===== config.mk =====
export PLATFORM = sky130hd
export DESIGN_NAME = e203_exu_longp_wbck_buf
export DESIGN_NICKNAME = d
export VERILOG_FILES = /design/src/rtl/e203_exu_longp_wbck_buf.sv
export SDC_FILE = /design/constraint.sdc
export NUM_CORES = 1
export LEC_CHECK = 0
export BUFFER_PORTS_ARGS = -buffer_cell sky130_fd_sc_hd__buf_2
export CAP_MARGIN = 0
export CORE_AREA = 2 2 101 152
export CTS_BUF_LIST = sky130_fd_sc_hd__clkbuf_4
export DETAILED_ROUTE_END_ITERATION = 10
export DIE_AREA = 0 0 103 154
export MAX_ROUTING_LAYER = met4
export PLACE_DENSITY = 0.76
export SYNTH_ARGS = -nofsm -noshare
export SYNTH_HDL_FRONTEND = slang
export SYNTH_SLANG_ARGS = --single-unit

===== constraint.sdc =====
create_clock -name clk -period 2.3 [get_ports clk]
set_input_delay 0.115 -clock clk [delete_from_list [all_inputs] [get_ports clk]]
set_output_delay 0.115 -clock clk [all_outputs]
set_load 0.005 [all_outputs]

===== src/rtl/e203_exu_longp_wbck_buf.sv =====
// e203_exu_longp_wbck_buf
// Long-pipe write-back collector sitting behind the OITF. Admits only the
// completion whose itag equals the OITF retire pointer, pulses the retire
// enable and queues the result in a small FIFO that drains to the
// write-back arbiter or to the exception commit path.
// Optional macro: E203_LONGP_WBCK_EXCP_EN enables the error/exception path
// (err/badaddr/pc storage and excp_o_*). Without it errors are ignored.
module e203_exu_longp_wbck_buf #(
  parameter int NSRC      = 2,
  parameter int ITAG_W    = 1,
  parameter int XLEN      = 32,
  parameter int RFIDX_W   = 5,
  parameter int PC_W      = 32,
  parameter int BUF_DEPTH = 2
) (
  input  logic                   clk,
  input  logic                   rst,
  input  logic [NSRC-1:0]        src_i_valid,
  output logic [NSRC-1:0]        src_i_ready,
  input  logic [NSRC*ITAG_W-1:0] src_i_itag,
  input  logic [NSRC*XLEN-1:0]   src_i_wdat,
  input  logic [NSRC-1:0]        src_i_err,
  input  logic [NSRC*XLEN-1:0]   src_i_badaddr,
  input  logic                   oitf_empty,
  input  logic [ITAG_W-1:0]      oitf_ret_ptr,
  input  logic [RFIDX_W-1:0]     oitf_ret_rdidx,
  input  logic                   oitf_ret_rdwen,
  input  logic                   oitf_ret_rdfpu,
  input  logic [PC_W-1:0]        oitf_ret_pc,
  output logic                   oitf_ret_ena,
  output logic                   wbck_o_valid,
  input  logic                   wbck_o_ready,
  output logic [XLEN-1:0]        wbck_o_wdat,
  output logic [RFIDX_W-1:0]     wbck_o_rdidx,
  output logic                   wbck_o_rdfpu,
  output logic                   excp_o_valid,
  input  logic                   excp_o_ready,
  output logic [XLEN-1:0]        excp_o_badaddr,
  output logic [PC_W-1:0]        excp_o_pc,
  output logic                   buf_empty
);

  localparam int PTR_W = (BUF_DEPTH > 1) ? $clog2(BUF_DEPTH) : 1;
  localparam int SEL_W = (NSRC > 1) ? $clog2(NSRC) : 1;
  localparam logic [PTR_W-1:0] PTR_LAST = PTR_W'(BUF_DEPTH - 1);

  // Per-source views and selection
  logic [NSRC-1:0]  w_match;
  logic [NSRC-1:0]  w_sel;
  logic [SEL_W-1:0] w_sel_idx;
  logic [XLEN-1:0]  w_src_wdat [NSRC];

  // FIFO control
  logic [PTR_W-1:0] r_wptr;
  logic [PTR_W-1:0] r_rptr;
  logic             r_wflag;
  logic             r_rflag;
  logic             w_ptr_eq;
  logic             w_empty;
  logic             w_full;
  logic             w_cap;
  logic             w_pop;
  logic             w_head_err;
  logic             w_head_rdwen;

  // FIFO payload
  logic [XLEN-1:0]    r_wdat  [BUF_DEPTH];
  logic [RFIDX_W-1:0] r_rdidx [BUF_DEPTH];
  logic               r_rdwen [BUF_DEPTH];
  logic               r_rdfpu [BUF_DEPTH];

`ifdef E203_LONGP_WBCK_EXCP_EN
  logic               w_src_err     [NSRC];
  logic [XLEN-1:0]    w_src_badaddr [NSRC];
  logic               r_err     [BUF_DEPTH];
  logic [XLEN-1:0]    r_badaddr [BUF_DEPTH];
  logic [PC_W-1:0]    r_pc      [BUF_DEPTH];
`endif

  // A source matches only when it carries the itag the OITF retires next
  generate
    for (genvar gi = 0; gi < NSRC; gi++) begin : g_src
      assign w_match[gi]    = src_i_valid[gi] & ~oitf_empty &
                              (src_i_itag[gi*ITAG_W +: ITAG_W] == oitf_ret_ptr);
      assign w_src_wdat[gi] = src_i_wdat[gi*XLEN +: XLEN];
`ifdef E203_LONGP_WBCK_EXCP_EN
      assign w_src_err[gi]     = src_i_err[gi];
      assign w_src_badaddr[gi] = src_i_badaddr[gi*XLEN +: XLEN];
`endif
    end
  endgenerate

  // Isolate the lowest set match bit; extra matches are a protocol error and stall
  assign w_sel = w_match & (~w_match + NSRC'(1));

  // Encode the winning source index for the payload mux
  always_comb begin
    w_sel_idx = '0;
    for (int i = NSRC - 1; i >= 0; i--) begin
      if (w_match[i]) w_sel_idx = SEL_W'(i);
    end
  end

  assign w_ptr_eq = (r_rptr == r_wptr);
  assign w_empty  = w_ptr_eq & (r_rflag == r_wflag);
  assign w_full   = w_ptr_eq & (r_rflag != r_wflag);

  // Accept and retire depend only on the buffer state, never on sink ready,
  // so there is no combinational path from the sinks back into the OITF.
  assign w_cap        = (|w_match) & ~w_full;
  assign src_i_ready  = w_sel & {NSRC{~w_full}};
  assign oitf_ret_ena = w_cap;

`ifdef E203_LONGP_WBCK_EXCP_EN
  assign w_head_err     = r_err[r_rptr];
  assign excp_o_valid   = ~w_empty & w_head_err;
  assign excp_o_badaddr = r_badaddr[r_rptr];
  assign excp_o_pc      = r_pc[r_rptr];
`else
  assign w_head_err     = 1'b0;
  assign excp_o_valid   = 1'b0;
  assign excp_o_badaddr = '0;
  assign excp_o_pc      = '0;
  // Error inputs have no effect when the exception path is compiled out
  logic w_unused_excp;
  assign w_unused_excp = ^{src_i_err, src_i_badaddr, oitf_ret_pc, excp_o_ready};
`endif

  assign w_head_rdwen = r_rdwen[r_rptr];
  assign wbck_o_valid = ~w_empty & ~w_head_err & w_head_rdwen;
  assign wbck_o_wdat  = r_wdat[r_rptr];
  assign wbck_o_rdidx = r_rdidx[r_rptr];
  assign wbck_o_rdfpu = r_rdfpu[r_rptr];
  assign buf_empty    = w_empty;

  // Head leaves on its sink's ready; a no-rd, no-error entry leaves unconditionally
  assign w_pop = ~w_empty & (w_head_err   ? excp_o_ready :
                             w_head_rdwen ? wbck_o_ready : 1'b1);

  // Pointer and wrap-flag update; a wrap from the last slot toggles the flag
  always_ff @(posedge clk or posedge rst) begin
    if (rst) begin
      r_wptr  <= '0;
      r_rptr  <= '0;
      r_wflag <= 1'b0;
      r_rflag <= 1'b0;
    end else begin
      if (w_cap) begin
        if (r_wptr == PTR_LAST) begin
          r_wptr  <= '0;
          r_wflag <= ~r_wflag;
        end else begin
          r_wptr <= r_wptr + PTR_W'(1);
        end
      end
      if (w_pop) begin
        if (r_rptr == PTR_LAST) begin
          r_rptr  <= '0;
          r_rflag <= ~r_rflag;
        end else begin
          r_rptr <= r_rptr + PTR_W'(1);
        end
      end
    end
  end

  // Write the selected result plus the OITF entry info at the tail
  always_ff @(posedge clk or posedge rst) begin
    if (rst) begin
      for (int i = 0; i < BUF_DEPTH; i++) begin
        r_wdat[i]  <= '0;
        r_rdidx[i] <= '0;
        r_rdwen[i] <= 1'b0;
        r_rdfpu[i] <= 1'b0;
      end
    end else if (w_cap) begin
      r_wdat[r_wptr]  <= w_src_wdat[w_sel_idx];
      r_rdidx[r_wptr] <= oitf_ret_rdidx;
      r_rdwen[r_wptr] <= oitf_ret_rdwen;
      r_rdfpu[r_wptr] <= oitf_ret_rdfpu;
    end
  end

`ifdef E203_LONGP_WBCK_EXCP_EN
  // Exception payload stored alongside the normal entry
  always_ff @(posedge clk or posedge rst) begin
    if (rst) begin
      for (int i = 0; i < BUF_DEPTH; i++) begin
        r_err[i]     <= 1'b0;
        r_badaddr[i] <= '0;
        r_pc[i]      <= '0;
      end
    end else if (w_cap) begin
      r_err[r_wptr]     <= w_src_err[w_sel_idx];
      r_badaddr[r_wptr] <= w_src_badaddr[w_sel_idx];
      r_pc[r_wptr]      <= oitf_ret_pc;
    end
  end
`endif

endmodule


# [Word-level counts from Yosys, hierarchy flattened]
# Cells that the tools add are included.
[classes] addsub=3 mul=0 div_mod_pow=0 order_cmp=4 eq_ne=5 shifts=0 mux=30 bitwise_logic=20 reduce_logical=4
[op_table] op="2-to-1 mux 32 bit" n=7
[op_table] op="bitwise mux 64 bit" n=1
[op_table] op="demux 32 bit (select 1 bit)" n=1
[op_table] op="2-to-1 mux 5 bit" n=4
[op_table] op="2-to-1 mux 1 bit" n=12
[op_table] op="bitwise mux 10 bit" n=1
[op_table] op="bitwise AND 1 bit" n=9
[op_table] op="greater-or-equal comparator 2 bit, second input constant" n=3
[op_table] op="inverter 1 -> 2 bit" n=3
[op_table] op="demux 5 bit (select 1 bit)" n=1
[op_table] op="inverter 1 bit" n=5
[op_table] op="bitwise AND 2 bit" n=2
[op_table] op="bitwise mux 2 bit" n=2
[op_table] op="== test 1 bit" n=4
[op_table] op="AND reduction 2 bit" n=2
[op_table] op="adder 1 bit, second input constant" n=2
[op_table] op="adder 2 x 1 -> 2 bit, second input constant" n=1
[op_table] op="less-than comparator 2 x 1 -> 1 bit, second input constant" n=1
[op_table] op="inverter 2 bit" n=1
[op_table] op="OR reduction 2 bit" n=1
[op_table] op="demux 1 bit (select 1 bit)" n=1
[op_table] op="logical AND 1 bit" n=1
[op_table] op="!= test 1 bit" n=1
[word_totals] register_bits=82 latchBits=0 mem_bits_rw=0 romBits=0 input_bits=179 n_memories=0

# [Longest topological paths before layout]
[logic_depth] word_depth=10 mapped_depth=8 depth_no_buf=4

# [Least setup slack after synthesis]
# No wires, ideal clock.
[synth_path] path_type="register to register" startpoint="register r_wptr" endpoint="register r_rdidx[0] (netlist bit)" arrival_ns=1.594 setup_slack_ns=0.581 path_stages_with_launch=8 synth_period_minus_slack_ns=1.719 path_cell_list="dfrtp_1 buf_4 xnor2_2 a21oi_4 and4_4 buf_6 buf_6 mux2_4"
[synth_via] elab_chain_len=6 elab_cells_between_ends=11 classes_between="2 x order compare; 1 x eq/ne; 3 x mux; 4 x bitwise; 1 x reduce/logical"
[synth_lines] element="start, declared" line_no="54" text="logic [PTR_W-1:0] r_wptr;"
[synth_lines] element="start signal, assigned" line_no="153" text="r_wptr <= r_wptr + PTR_W'(1);"
[synth_lines] element="inverter 1 -> 2 bit (implied by the code)" line_no="178" text="r_rdidx[r_wptr] <= oitf_ret_rdidx;"
[synth_lines] element="greater-or-equal comparator 2 bit (implied by the code) or less-than comparator 2 x 1 -> 1 bit (tied branches)" line_no="178"
[synth_lines] element="logical AND 1 bit (implied by the code)" line_no="178"
[synth_lines] element="2-to-1 mux 5 bit (implied by the code)" line_no="178"
[synth_lines] element="demux 5 bit (select 1 bit)" line_no="178"
[synth_lines] element="bitwise mux 10 bit" line_no="178"
[synth_lines] element="end signal, assigned by index" line_no="178"
[synth_lines] element="end, declared" line_no="68" text="logic [RFIDX_W-1:0] r_rdidx [BUF_DEPTH];"
# Parallel ways exist; a longest one is shown, timed or not.
# A chain may end at the register's enable or synchronous reset.

# [Final worst setup path]
[layout_path] startpoint="register r_wflag" endpoint="output port oitf_ret_ena"
[layout_via] elab_chain_len=4
[layout_lines] element="start, declared" line_no="56" text="logic r_wflag;"
[layout_lines] element="start signal, assigned" line_no="151" text="r_wflag <= ~r_wflag;"
[layout_lines] element="!= test 1 bit" line_no="106" text="assign w_full = w_ptr_eq & (r_rflag != r_wflag);"
[layout_lines] element="bitwise AND 1 bit" line_no="106"
[layout_lines] element="inverter 1 bit" line_no="110" text="assign w_cap = (|w_match) & ~w_full;"
[layout_lines] element="bitwise AND 1 bit" line_no="110"
[layout_lines] element="end, declared" line_no="30" text="output logic oitf_ret_ena,"
# No other way between the ends.

==> out/metrics.cfg <==
[yosys]
syn_area_um2=5011
synth_enable_flop_cells=0
ys_ff_latch=82
synth.avg_cell_area_um2=10.42
synth_top_area_share_pct=40.95
synth_cell_types=39
synth_warnings=0
seq_area_frac_synth_pct=40.95
synth_commonest_cells=dfrtp_1, buf_4, a41oi_1, a31oi_1, mux2_2
synthTopCellsByArea=dfrtp_1, a41oi_1, mux2_2, buf_4, a31oi_1
post-synth-top-area-cell=dfrtp_1
synth_cells=481
synth_most_common_cell=dfrtp_1
ys_async_sr_fraction_pct=100.0
synth-main-ff-cell=dfrtp_1

[cts]
clockRootBuffer=clkbuf_4
clock_latency_ns=0.42
numCtsBuffers=9
clock_path_buffers=2
cts_tree=done
clk_pin_slew_ns=0.14
cts_max_level=3
cts_num_sinks=82
postCtsSetupBuffers=0

[timing]
slew_headroom_pct=53.26
setup_viol=0
finalCritPeriodShare_pct=92.11
max_freq_mhz=472.0
fin_crit_ns=2.118
finClkSkew_ns=0.01713
tns_ns=0
slew_viol_final=0
tightest_slew_ns=0.7002
rsz0062_at_grt=no
hold_viol_final=0

[route]
wirelength_um=15520
wl_per_cell_um=18.28
routed_via_density=5.517
antenna_left=0
dr_total_vias=4684
drt_iter0_markers=255
dr.pass1.iters=4
drc=0

[die]
initial_core_util_pct=34.66
io_pins=287
die_y_um=154
fp-row-count=54
die_x_um=103
core_um2=14460
dieArea_um2=15860

[status]
status=finished clean

[hold_path]
holdCritPathClass=in -> reg

[global_routing]
grt_pass1_wl_um=24070
grt_usage_pct=19.88
grt_pass1_vias=4867
grt_max_degree=68
antenna_found_initial=2
grt_overflow=0

[power]
ir_drop_mv=0.4741
p_total_w=0.007504
p_leak_nw=2.658
p_per_area_nw_per_um2=1163

[worst_setup_path]
worst_setup_path_end_kind=output port
critPathMaxFanout=67
timing.rr.end=r_wdat[28]
crit_end=oitf_ret_ena
regToRegSetupSlack_ns=0.18
crit_path_start_kind=flop
ff2ff_path_depth=6
required_ns=2.18
crit_type=reg -> out
crit_path_start=r_wflag
cp_data_arrival_time_ns=2.00
rr_startpoint=r_wflag

[cells_and_area]
area_growth_pct=28.74
fin_util_pct=44.62
fin_nets=825
drive_gt1_share_pct=34.72
nFillCells=1367
final_cell_area_um2=6451
fin_cells=849

[placed_design]
io_buffers=122
place_hpwl_um=9088
postPlaceCellArea_um2=5549
placed_cells=760
gp_congestion=0.7570

[flow_run]
max-cap-violations=0

worst min path at each step:
| stage | to | startpoint | cells after the start |
|---|---|---|---|
| finish | r_wdat[54] | src_i_wdat[22] | 3 |
| global route | r_wdat[22] | src_i_wdat[22] | 3 |
| CTS | r_wdat[22] | src_i_wdat[22] | 3 |
| detailed placement | r_rdidx[3] | rst | 2 |
| global placement | r_rdidx[3] | rst | 2 |
| floorplan | r_rdidx[0] | oitf_ret_rdidx[0] | 1 |
per-layer routing:
metal  wire length (um)  vias to the layer above  global-route usage (%)
li1                   -                     2070                       -
met1               6196                     2292                   22.86
met2               7769                      286                   32.59
met3               1128                       36                   3.409
met4                427                        0                   10.34
met5                  0                        -                       -
stage by stage:
step | hold WS (ns) | setup slack (ns)
after floorplan | 0.2630 | 0.07656
after global placement | 0.2281 | 0.4451
after detailed placement | 0.2422 | 0.4261
after CTS | 0.002173 | 0.1398
after global routing | 0.03391 | 0.05450
final | 0.05466 | 0.1815
flip-flops by register name, summed over array words and instances (netlist names):
name and cells:
r_wdat 64, r_rdidx 10, r_rdfpu 2, r_rdwen 2, r_rflag 1, r_rptr 1
r_wflag 1, r_wptr 1
critical path: stages, from the launching register on:
cell,delay [ns]
dfrtp_1,0.45
xor2_2,0.23
a21oi_4,0.19
buf_12,0.31
and3_1,0.26
buf_2,0.14
area by class of cell:
| class | count | area, um2 | area share (%) |
|---|---|---|---|
| clock buffer | 11 | 82.58 | 1.280 |
| tap | 196 | 245.2 | 3.801 |
| timing repair buffer | 210 | 1499 | 23.24 |
| sequential | 82 | 2053 | 31.83 |
| inverter | 4 | 16.27 | 0.2521 |
| clock inverter | 5 | 103.9 | 1.610 |
| antenna | 2 | 5.005 | 0.07758 |
| multi-input combinational | 339 | 2446 | 37.92 |
repair_timing:
action                                  4_1_cts  5_1_grt
hold endpoints to repair                    115        0
endpoints found under the setup margin        0        0
resized for setup                             0        0
hold buffers                                 71        0
logic make-up after synthesis:
kind of cell           share of synthesized area [%]
flip-flops                                     40.95
XOR/XNOR                                       1.349
other                                        0.07483
buffers and inverters                          15.33
multiplexers                                   12.18
AND/OR/NAND/NOR                                4.969
AO/OA/AOI/OAI                                  25.14
cell usage in the layout (no fill, tap or decap), drive strengths merged, types with 3 or more instances in the layout:
cell type    netlist  routed
clkbuf            36      11
nand2b             3       3
o21ai             32      32
nand3             32      32
a41oi             64      64
mux2              52      52
xnor2              4       4
conb               1      65
clkinv             1       4
bufinv             0       3
a31oi             64      64
buf               84     139
dfrtp             82      82
dlygate4sd3        0      71
power by group:
part           internal (W)  switching (W)
clock network      0.000576       0.000502
logic               0.00189        0.00196
registers           0.00217       0.000410
Note: power is estimated with default switching activity, not from simulation.
